$ cat src/rtl/regfile_wb_arbiter.sv
// Arbitrates the single regfile write port between exception status, queued loads and ALU results.
// Optional pending-write compare enabled by defining WB_PENDING_CHECK_EN.
module regfile_wb_arbiter #(
  parameter int unsigned LQ_DEPTH     = 2,
  parameter int unsigned STARVE_LIMIT = 3
) (
  input  logic        clock,
  input  logic        reset_n,
  input  logic        exc_valid,
  input  logic [31:0] exc_data,
  input  logic        ld_valid,
  input  logic [4:0]  ld_reg,
  input  logic [31:0] ld_data,
  output logic        ld_ready,
  input  logic        alu_valid,
  input  logic [4:0]  alu_reg,
  input  logic [31:0] alu_data,
  output logic        alu_ready,
  input  logic [4:0]  rd_addr_a,
  input  logic [4:0]  rd_addr_b,
  output logic        pend_hit_a,
  output logic        pend_hit_b,
  output logic        ctrl_writeEnable,
  output logic [4:0]  ctrl_writeReg,
  output logic [31:0] data_writeReg
);

  localparam int unsigned PTR_W  = (LQ_DEPTH > 1) ? $clog2(LQ_DEPTH) : 1;
  localparam int unsigned CNT_W  = PTR_W + 1;
  localparam int unsigned AGE_W  = (STARVE_LIMIT > 0) ? $clog2(STARVE_LIMIT + 1) : 1;
  localparam int unsigned REG_W  = 5;
  localparam int unsigned DATA_W = 32;
  localparam logic [REG_W-1:0] EXC_REG = 5'd30;

  logic [REG_W-1:0]  lq_reg  [LQ_DEPTH];
  logic [DATA_W-1:0] lq_data [LQ_DEPTH];
  logic [PTR_W-1:0]  wr_ptr;
  logic [PTR_W-1:0]  rd_ptr;
  logic [CNT_W-1:0]  lq_count;
  logic [AGE_W-1:0]  age;

  logic              lq_empty;
  logic              lq_full;
  logic              alu_starved;
  logic              lq_push;
  logic              sel_exc;
  logic              sel_alu;
  logic              sel_ld;
  logic              grant_any;
  logic [REG_W-1:0]  grant_reg;
  logic [DATA_W-1:0] grant_data;

  assign lq_empty    = (lq_count == '0);
  assign lq_full     = (lq_count == CNT_W'(LQ_DEPTH));
  assign alu_starved = (age == AGE_W'(STARVE_LIMIT));
  assign lq_push     = ld_valid && !lq_full;
  assign ld_ready    = !lq_full;
  assign alu_ready   = reset_n && sel_alu;

  // Fixed priority: exception, starved ALU, load head, ALU.
  always_comb begin
    sel_exc    = 1'b0;
    sel_alu    = 1'b0;
    sel_ld     = 1'b0;
    grant_any  = 1'b0;
    grant_reg  = '0;
    grant_data = '0;
    if (exc_valid) begin
      sel_exc    = 1'b1;
      grant_any  = 1'b1;
      grant_reg  = EXC_REG;
      grant_data = exc_data;
    end else if (alu_valid && alu_starved) begin
      sel_alu    = 1'b1;
      grant_any  = 1'b1;
      grant_reg  = alu_reg;
      grant_data = alu_data;
    end else if (!lq_empty) begin
      sel_ld     = 1'b1;
      grant_any  = 1'b1;
      grant_reg  = lq_reg[rd_ptr];
      grant_data = lq_data[rd_ptr];
    end else if (alu_valid) begin
      sel_alu    = 1'b1;
      grant_any  = 1'b1;
      grant_reg  = alu_reg;
      grant_data = alu_data;
    end
  end

  // r0 grants are consumed but never raise the write enable.
  always_ff @(posedge clock) begin
    if (!reset_n) begin
      ctrl_writeEnable <= 1'b0;
      ctrl_writeReg    <= '0;
      data_writeReg    <= '0;
    end else begin
      ctrl_writeEnable <= grant_any && (grant_reg != '0);
      if (grant_any) begin
        ctrl_writeReg <= grant_reg;
        data_writeReg <= grant_data;
      end
    end
  end

  always_ff @(posedge clock) begin
    if (!reset_n) begin
      wr_ptr   <= '0;
      rd_ptr   <= '0;
      lq_count <= '0;
    end else begin
      if (lq_push) begin
        wr_ptr <= wr_ptr + PTR_W'(1);
      end
      if (sel_ld) begin
        rd_ptr <= rd_ptr + PTR_W'(1);
      end
      case ({lq_push, sel_ld})
        2'b10:   lq_count <= lq_count + CNT_W'(1);
        2'b01:   lq_count <= lq_count - CNT_W'(1);
        default: lq_count <= lq_count;
      endcase
    end
  end

  always_ff @(posedge clock) begin
    if (lq_push) begin
      lq_reg[wr_ptr]  <= ld_reg;
      lq_data[wr_ptr] <= ld_data;
    end
  end

  // Counts consecutive denied ALU cycles; any idle or granted cycle clears it.
  always_ff @(posedge clock) begin
    if (!reset_n) begin
      age <= '0;
    end else if (!alu_valid || sel_alu) begin
      age <= '0;
    end else if (!alu_starved) begin
      age <= age + AGE_W'(1);
    end
  end

`ifdef WB_PENDING_CHECK_EN
  logic hit_a;
  logic hit_b;

  // Match against live queue entries and the write currently on the port.
  always_comb begin
    hit_a = 1'b0;
    hit_b = 1'b0;
    for (int k = 0; k < int'(LQ_DEPTH); k++) begin
      if (CNT_W'(k) < lq_count) begin
        if (lq_reg[rd_ptr + PTR_W'(k)] == rd_addr_a) hit_a = 1'b1;
        if (lq_reg[rd_ptr + PTR_W'(k)] == rd_addr_b) hit_b = 1'b1;
      end
    end
    if (ctrl_writeEnable && (ctrl_writeReg == rd_addr_a)) hit_a = 1'b1;
    if (ctrl_writeEnable && (ctrl_writeReg == rd_addr_b)) hit_b = 1'b1;
  end

  assign pend_hit_a = reset_n && (rd_addr_a != '0) && hit_a;
  assign pend_hit_b = reset_n && (rd_addr_b != '0) && hit_b;
`else
  logic unused_rd_addr;

  assign unused_rd_addr = ^{rd_addr_a, rd_addr_b};
  assign pend_hit_a     = 1'b0;
  assign pend_hit_b     = 1'b0;
`endif

endmodule

$ cat config.mk
export PLATFORM = sky130hd
export DESIGN_NAME = regfile_wb_arbiter
export DESIGN_NICKNAME = d
export VERILOG_FILES = /design/src/rtl/regfile_wb_arbiter.sv
export SDC_FILE = /design/constraint.sdc
export NUM_CORES = 1
export LEC_CHECK = 0
export CORE_ASPECT_RATIO = 0.5
export CORE_MARGIN = 2
export CORE_UTILIZATION = 46
export CTS_CLUSTER_DIAMETER = 150
export DETAILED_ROUTE_END_ITERATION = 7
export GPL_TIMING_DRIVEN = 0
export PLACE_DENSITY = 0.79
export SKIP_CTS_REPAIR_TIMING = 1
export SLEW_MARGIN = 20
export SYNTH_ARGS = -nofsm -noshare
export SYNTH_HDL_FRONTEND = slang
export SYNTH_SLANG_ARGS = --single-unit
$ cat constraint.sdc
create_clock -name clock -period 3.2 [get_ports clock]
set_clock_uncertainty 0.05 [all_clocks]
set_input_delay 0.64 -clock clock [delete_from_list [all_inputs] [get_ports clock]]
set_output_delay 0.64 -clock clock [all_outputs]
set_load 0.1 [all_outputs]
==> impl_metrics.yaml, run 1 <==
layout:
  fin_cells: 749
  areaGrowthSynthToFinish_pct: 44.7
  largest_reg_flops: 64
  final_nets: 714
  layout-drive-gt1-share_pct: 10.1
  diodes: 0
clock_tree:
  htree_levels: 4
  clock-sinks: 119
  clk_pin_slew_ps: 50
  clkLatencyLatePin_ps: 410
  cts_buffer_depth: 2
  cts_made_buffers: 17
  cts_tree: "yes"
  cts-root-buf: "clkbuf_16"
detailed_routing:
  post-route-drc-count: 0
  wl_um: 14800
  drt-vias-per-instance: 5.64
  vias: 4222
  drtIter0Drc: 265
  routedWlPerCell_um: 19.7
  antenna_left: 0
  dr.pass1.iters: 5
timing:
  rsz0062_at_grt: "false"
  slew_violations: 0
  setup_violations: 0
  max_freq_mhz: 340
  hold_viol: 0
  fin_ws_ps: 258
  fin_crit_ps: 2940
  slew_headroom_pct: 32.5
  finalCritPeriodShare_pct: 91.9
  tightest_slew_ps: 1010
yosys:
  ys_seq_area_share_pct: 60.9
  ys_warn_count: 0
  yosys.area.top_type: "edfxtp_1"
  yosys.area.top_type_share_pct: 43.3
  synth-async-reset-ratio_pct: 0
  ys.flop_type: "edfxtp_1"
  syn_inst: 421
  ys_ff_latch: 119
  yosys-top-cells-area: "edfxtp_1 (43%), dfxtp_1 (18%), mux2i_1 (7.0%)"
  synth_enable_flop_cells: 74
  syn_area_um2: 5130
  synth_common_cells: "edfxtp_1 (74), dfxtp_1 (45), nand2_1 (37), mux2i_1 (36), o21ai_0 (34)"
  synth_most_common_cell: "edfxtp_1"
  avgSynthCellArea_um2: 12.2
  synth.distinct_cells: 38
job:
  maxCapViolCount: 0
outcome:
  status: "finished, final reports clean"
critical_path:
  worstPathRequired_ps: 2510
  worst_path_most_repeated_cell: "clkbuf_4"
  worst-path-max-fanout: 10
  crit_end: "alu_ready"
  cp-start-kind: "flip-flop"
  worstSetupPathType: "flip-flop to output port"
  rr_worst_depth: 7
  worstPathArrival_ps: 2250
  rr_startpoint: "age[0]"
  worstPathCellList: "ha_1 -> o21bai_2 -> clkbuf_4 -> nand2_1 -> nor3b_2 -> clkbuf_4"
  worstSetupEndpointType: "output port"
  setup.worst_path.start: "age[0]"
  cpPeakStageDelay_ps: 370
  r2r_end: "lq_count[1]"
  cpMaxStageDelayCell: "clkbuf_4"
  r2r_setup_slack_ps: 1070
placed_design:
  dp_slack_ps: -430
  io_buffers: 148
  place_inst: 717
  gp_congestion: 0.818
  post-dp-hpwl_um: 10000
grt:
  grt_pass1_vias: 4258
  grt_usage_pct: 24.7
  antenna_found_initial: 0
  grt_max_degree: 26
  overflow: 0
  grt_pass1_wl_um: 22600
power:
  power.leakage_nw: 2.71
  powerDensity_nw_per_um2: 877
  vdd_drop_max_uv: 393
floorplan:
  die_w_um: 153
  start_util_pct: 47.0
  die_h_um: 78.7
  die_area_um2: 12100
  placementRows: 27
  coreArea_um2: 10900
  ioPinCount: 163
hold_path:
  hold_class: "flip-flop to flip-flop"
[how the worst min path moves through the flow]
stage | from | to | slack, ps | cells after the start
after floorplan | age[1] | age[1] | 420 | 2
after global placement | ctrl_writeReg[0] | ctrl_writeReg[0] | 430 | 2
final | ctrl_writeReg[0] | ctrl_writeReg[0] | 450 | 2
after global routing | ctrl_writeReg[0] | ctrl_writeReg[0] | 490 | 2
after CTS | ctrl_writeReg[0] | ctrl_writeReg[0] | 450 | 2
after detailed placement | ctrl_writeReg[0] | ctrl_writeReg[0] | 440 | 2
[logic make-up (layout without fill, tap and decap cells)]
group	count (synthesis)	count (layout)	synth area share, %
other	1	2	0.0731
AND/OR/NAND/NOR	97	97	9.37
buffers and inverters	41	223	4.51
flip-flops	119	119	60.9
XOR/XNOR	5	5	0.854
adder cells (fa/ha/maj)	2	2	0.488
multiplexers	39	39	7.68
AO/OA/AOI/OAI	117	117	16.1
[power by group]
group | total, mW | switching [mW] | internal [mW]
registers | 2.04 | 0.109 | 1.93
logic | 2.64 | 1.74 | 0.893
clock network | 1.84 | 0.697 | 1.14
[cell type report]
type	instances	area (µm²)
buffer	40	231
clock buffer	19	433
clock inverter	13	133
fill	811	3490
inverter	1	3.75
multi-input combinational	262	1800
sequential	119	3120
tap	145	181
timing repair buffer	150	1520
[critical path: cells and delay by family (launching register included)]
family | cells | cell delay (ps)
simple gates | 2 | 330
flops | 1 | 350
compound gates | 1 | 240
fa+ha+maj | 1 | 260
buf+inv | 2 | 670
[cell usage in the layout, fill, tap and decap left out, types with 2 or more instances in the layout]
| master | Yosys | final |
|---|---|---|
| buf_4 | 4 | 4 |
| nor3_1 | 3 | 3 |
| clkbuf_16 | 0 | 17 |
| nand3_1 | 3 | 3 |
| clkinv_2 | 0 | 4 |
| o21ai_0 | 34 | 34 |
| clkbuf_4 | 0 | 2 |
| clkinv_1 | 1 | 2 |
| o31ai_2 | 2 | 2 |
| mux2_2 | 3 | 3 |
| buf_6 | 7 | 7 |
| a31oi_1 | 4 | 4 |
| edfxtp_1 | 74 | 74 |
| nor2_1 | 11 | 10 |
| o21ai_1 | 2 | 2 |
| clkbuf_1 | 21 | 22 |
| xor2_1 | 2 | 2 |
| clkinvlp_4 | 0 | 3 |
| a21boi_1 | 31 | 31 |
| xnor2_1 | 3 | 3 |
| or3_1 | 2 | 2 |
| ha_1 | 2 | 2 |
| o221ai_1 | 31 | 31 |
| and3_1 | 33 | 32 |
| clkinv_4 | 0 | 3 |
| dfxtp_1 | 45 | 45 |
| buf_2 | 7 | 7 |
| o21a_1 | 2 | 2 |
| buf_12 | 0 | 2 |
| a21oi_1 | 4 | 4 |
| clkdlybuf4s50_1 | 0 | 147 |
| a21boi_0 | 2 | 2 |
| nand2_1 | 37 | 37 |
| nor4_1 | 2 | 2 |
| bufinv_16 | 0 | 2 |
| conb_1 | 1 | 2 |
| and2_1 | 4 | 4 |
| mux2i_1 | 36 | 36 |
[through the flow]
| stage | utilization, % | power [mW] | instance area [µm²] | hold slack [ps] | setup TNS, ps |
|---|---|---|---|---|---|
| floorplan | - | 3.89 | 5140 | 418 | 0 |
| CTS | 68.0 | 6.50 | 7410 | 452 | -856 |
| finish | 68.0 | 6.51 | 7420 | 455 | 0 |
| detailed placement | 62.8 | 4.65 | 6850 | 445 | -430 |
| global route | 68.0 | 6.78 | 7420 | 488 | 0 |
| global placement | 62.3 | 4.57 | 6800 | 430 | -436 |
[per-layer routing]
layer | track usage, % | routed length [µm]
met3 | 5.74 | 907
met5 | 0 | 0
met2 | 40.6 | 7360
met4 | 10.5 | 296
met1 | 31.7 | 6200
No activity file was read; power rests on OpenSTA's default activity.
==> run 2, diff against run 1 <==
- HOLD_SLACK_MARGIN: default -> 0.15
==> results of run 2 <==
Same layout as run 1: the final DEF is identical, and so are final timing and power.
==> run 3, diff against run 2 <==
- CORE_UTILIZATION: 46 -> 50
- PLACE_DENSITY: 0.79 -> 0.85
- clock period: 3.2 -> 3.4 ns (I/O delays scaled with it)
==> run 3 against run 2 <==
Via count is 0.92% higher. Critical endpoint unchanged. Power down 2.4%. Clock power up 5%. Count of clock-buffer cells in the layout down 2. First-iteration DRC count rose by 31%. Sequential cell count did not move. Largest power group unchanged. Register-to-register slack improved by 170 ps. Critical path depth is the same.
==> impl_metrics.yaml, run 3 (synthesis gave the netlist of run 1 again) <==
outcome:
  status: "finished, final reports clean"
floorplan:
  start_util_pct: 50.9
  coreArea_um2: 10100
  placementRows: 26
  die_area_um2: 11100
  die_h_um: 75.6
  ioPinCount: 163
  die_w_um: 147
critical_path:
  worstPathArrival_ps: 2450
  worst-path-max-fanout: 10
  worstPathRequired_ps: 2670
  worstSetupPathType: "flip-flop to output port"
  worstSetupEndpointType: "output port"
  r2r_setup_slack_ps: 1240
  cp-start-kind: "flip-flop"
placed_design:
  place_inst: 712
  post-dp-hpwl_um: 9580
  dp_slack_ps: -281
  gp_congestion: 0.829
  dpl_cell_area_um2: 6850
  io_buffers: 148
grt:
  grt_pass1_vias: 4210
  grt.busiest_layer: "met2"
  overflow: 0
  met1_usage_pct: 32.4
  grtUsageMet2_pct: 45.0
  grt_pass1_wl_um: 21800
  grt_usage_pct: 26.1
  grt_util_met3_pct: 6.65
  antenna_found_initial: 0
  grt_max_degree: 32
detailed_routing:
  dr.pass1.iters: 5
  post-route-drc-count: 0
  routedWlPerCell_um: 19.3
  drtIter0Drc: 347
  wl_um: 14400
  drt-vias-per-instance: 5.73
  vias: 4261
  antenna_left: 0
timing:
  tightest_slew_ps: 988
  fin_ws_ps: 218
  tns_ps: 0
  fin_crit_ps: 3180
  slew_violations: 0
  max_freq_mhz: 314
  rsz0062_at_grt: "false"
  slew_headroom_pct: 33.9
  finalCritPeriodShare_pct: 93.6
  setup_violations: 0
  hold_viol: 0
clock_tree:
  clock-sinks: 119
  cts-root-buf: "clkbuf_16"
  cts_made_buffers: 17
  cts_buffer_depth: 2
  htree_levels: 4
  clkLatencyLatePin_ps: 410
  cts_tree: "yes"
  clk_pin_slew_ps: 60
power:
  power.share.clock_pct: 30.4
  seq_power_share_pct: 30.3
  powerDensity_nw_per_um2: 849
  p_comb_share_pct: 39.4
  p_int_mw: 3.95
  power.leakage_nw: 2.75
  totalPowerFinal_mw: 6.35
  vdd_drop_max_uv: 421
  p_switching_mw: 2.41
  netSwitchingFraction_pct: 37.9
layout:
  fin_cells: 744
  seq_area_um2: 3120
  fillerInstances: 665
  final_common_cell: "clkdlybuf4s50_1"
  most-common-layout-cells: "clkdlybuf4s50_1 (147), edfxtp_1 (74), dfxtp_1 (45)"
  largest_reg_flops: 64
  final_nets: 714
  areaGrowthSynthToFinish_pct: 45.9
  multiInputGateArea_um2: 1800
  fin_area_um2: 7480
  layout-drive-gt1-share_pct: 10.3
  diodes: 0
hold_path:
  hold_class: "flip-flop to flip-flop"
job:
  maxCapViolCount: 0
[run 3: cell types whose count changed in the layout (fill, tap and decap cells not counted)]
cell,delta
clkbuf_2,+2
buf_12,-1
clkinv_1,+1
clkbuf_4,-2
clkinv_4,-2
buf_16,+1
clkbuf_1,-2
bufinv_16,+3
[run 3: critical path, cell delays in order, from the launching register on]
cell and delay [ps]:
dfxtp_1 340, ha_1 260, o21bai_2 260, clkbuf_2 340, nand2_1 120, nor3b_2 230
clkbuf_2 490
[run 3: worst paths after layout]
path                      end  cells after the start              from
max reg2reg       lq_count[1]                      7            age[0]
min          ctrl_writeReg[0]                      2  ctrl_writeReg[0]
min reg2reg  ctrl_writeReg[0]                      2  ctrl_writeReg[0]
max                 alu_ready                      6            age[0]
[run 3: per-stage QoR]
step / utilization [%] / hold slack (ps)
finish: 74.2 / 468
detailed placement: 67.9 / 454
global placement: 67.4 / 434
global route: 74.2 / 502
floorplan: - / 418
CTS: 74.2 / 464
[run 3: layer usage]
| metal | wire [µm] | vias up | share of wire [%] |
|---|---|---|---|
| li1 | - | 1937 | - |
| met1 | 5820 | 2077 | 40 |
| met2 | 7110 | 209 | 49 |
| met3 | 1110 | 38 | 7.7 |
| met4 | 343 | 0 | 2.4 |
| met5 | 0 | - | 0 |
[run 3: area by class of cell]
class / instances / share of cell area [%]
flip-flops and latches: 119 / 41.7
multi-input cells: 262 / 24.0
repair buffers: 150 / 20.4
clock buffers: 17 / 5.68
plain buffers: 40 / 3.06
clock inverters: 15 / 2.79
well taps: 140 / 2.34
inverters: 1 / 0.0502
[run 3: power by group through the flow]
stage	Clock (mW)	Combinational, mW	Sequential, mW
6_report	1.93	2.50	1.92
5_1_grt	2.00	2.65	1.95
4_1_cts	1.94	2.48	1.92
3_5_place_dp	0	2.43	1.94
3_3_place_gp	0	2.36	1.94
2_1_floorplan	0	1.14	2.52
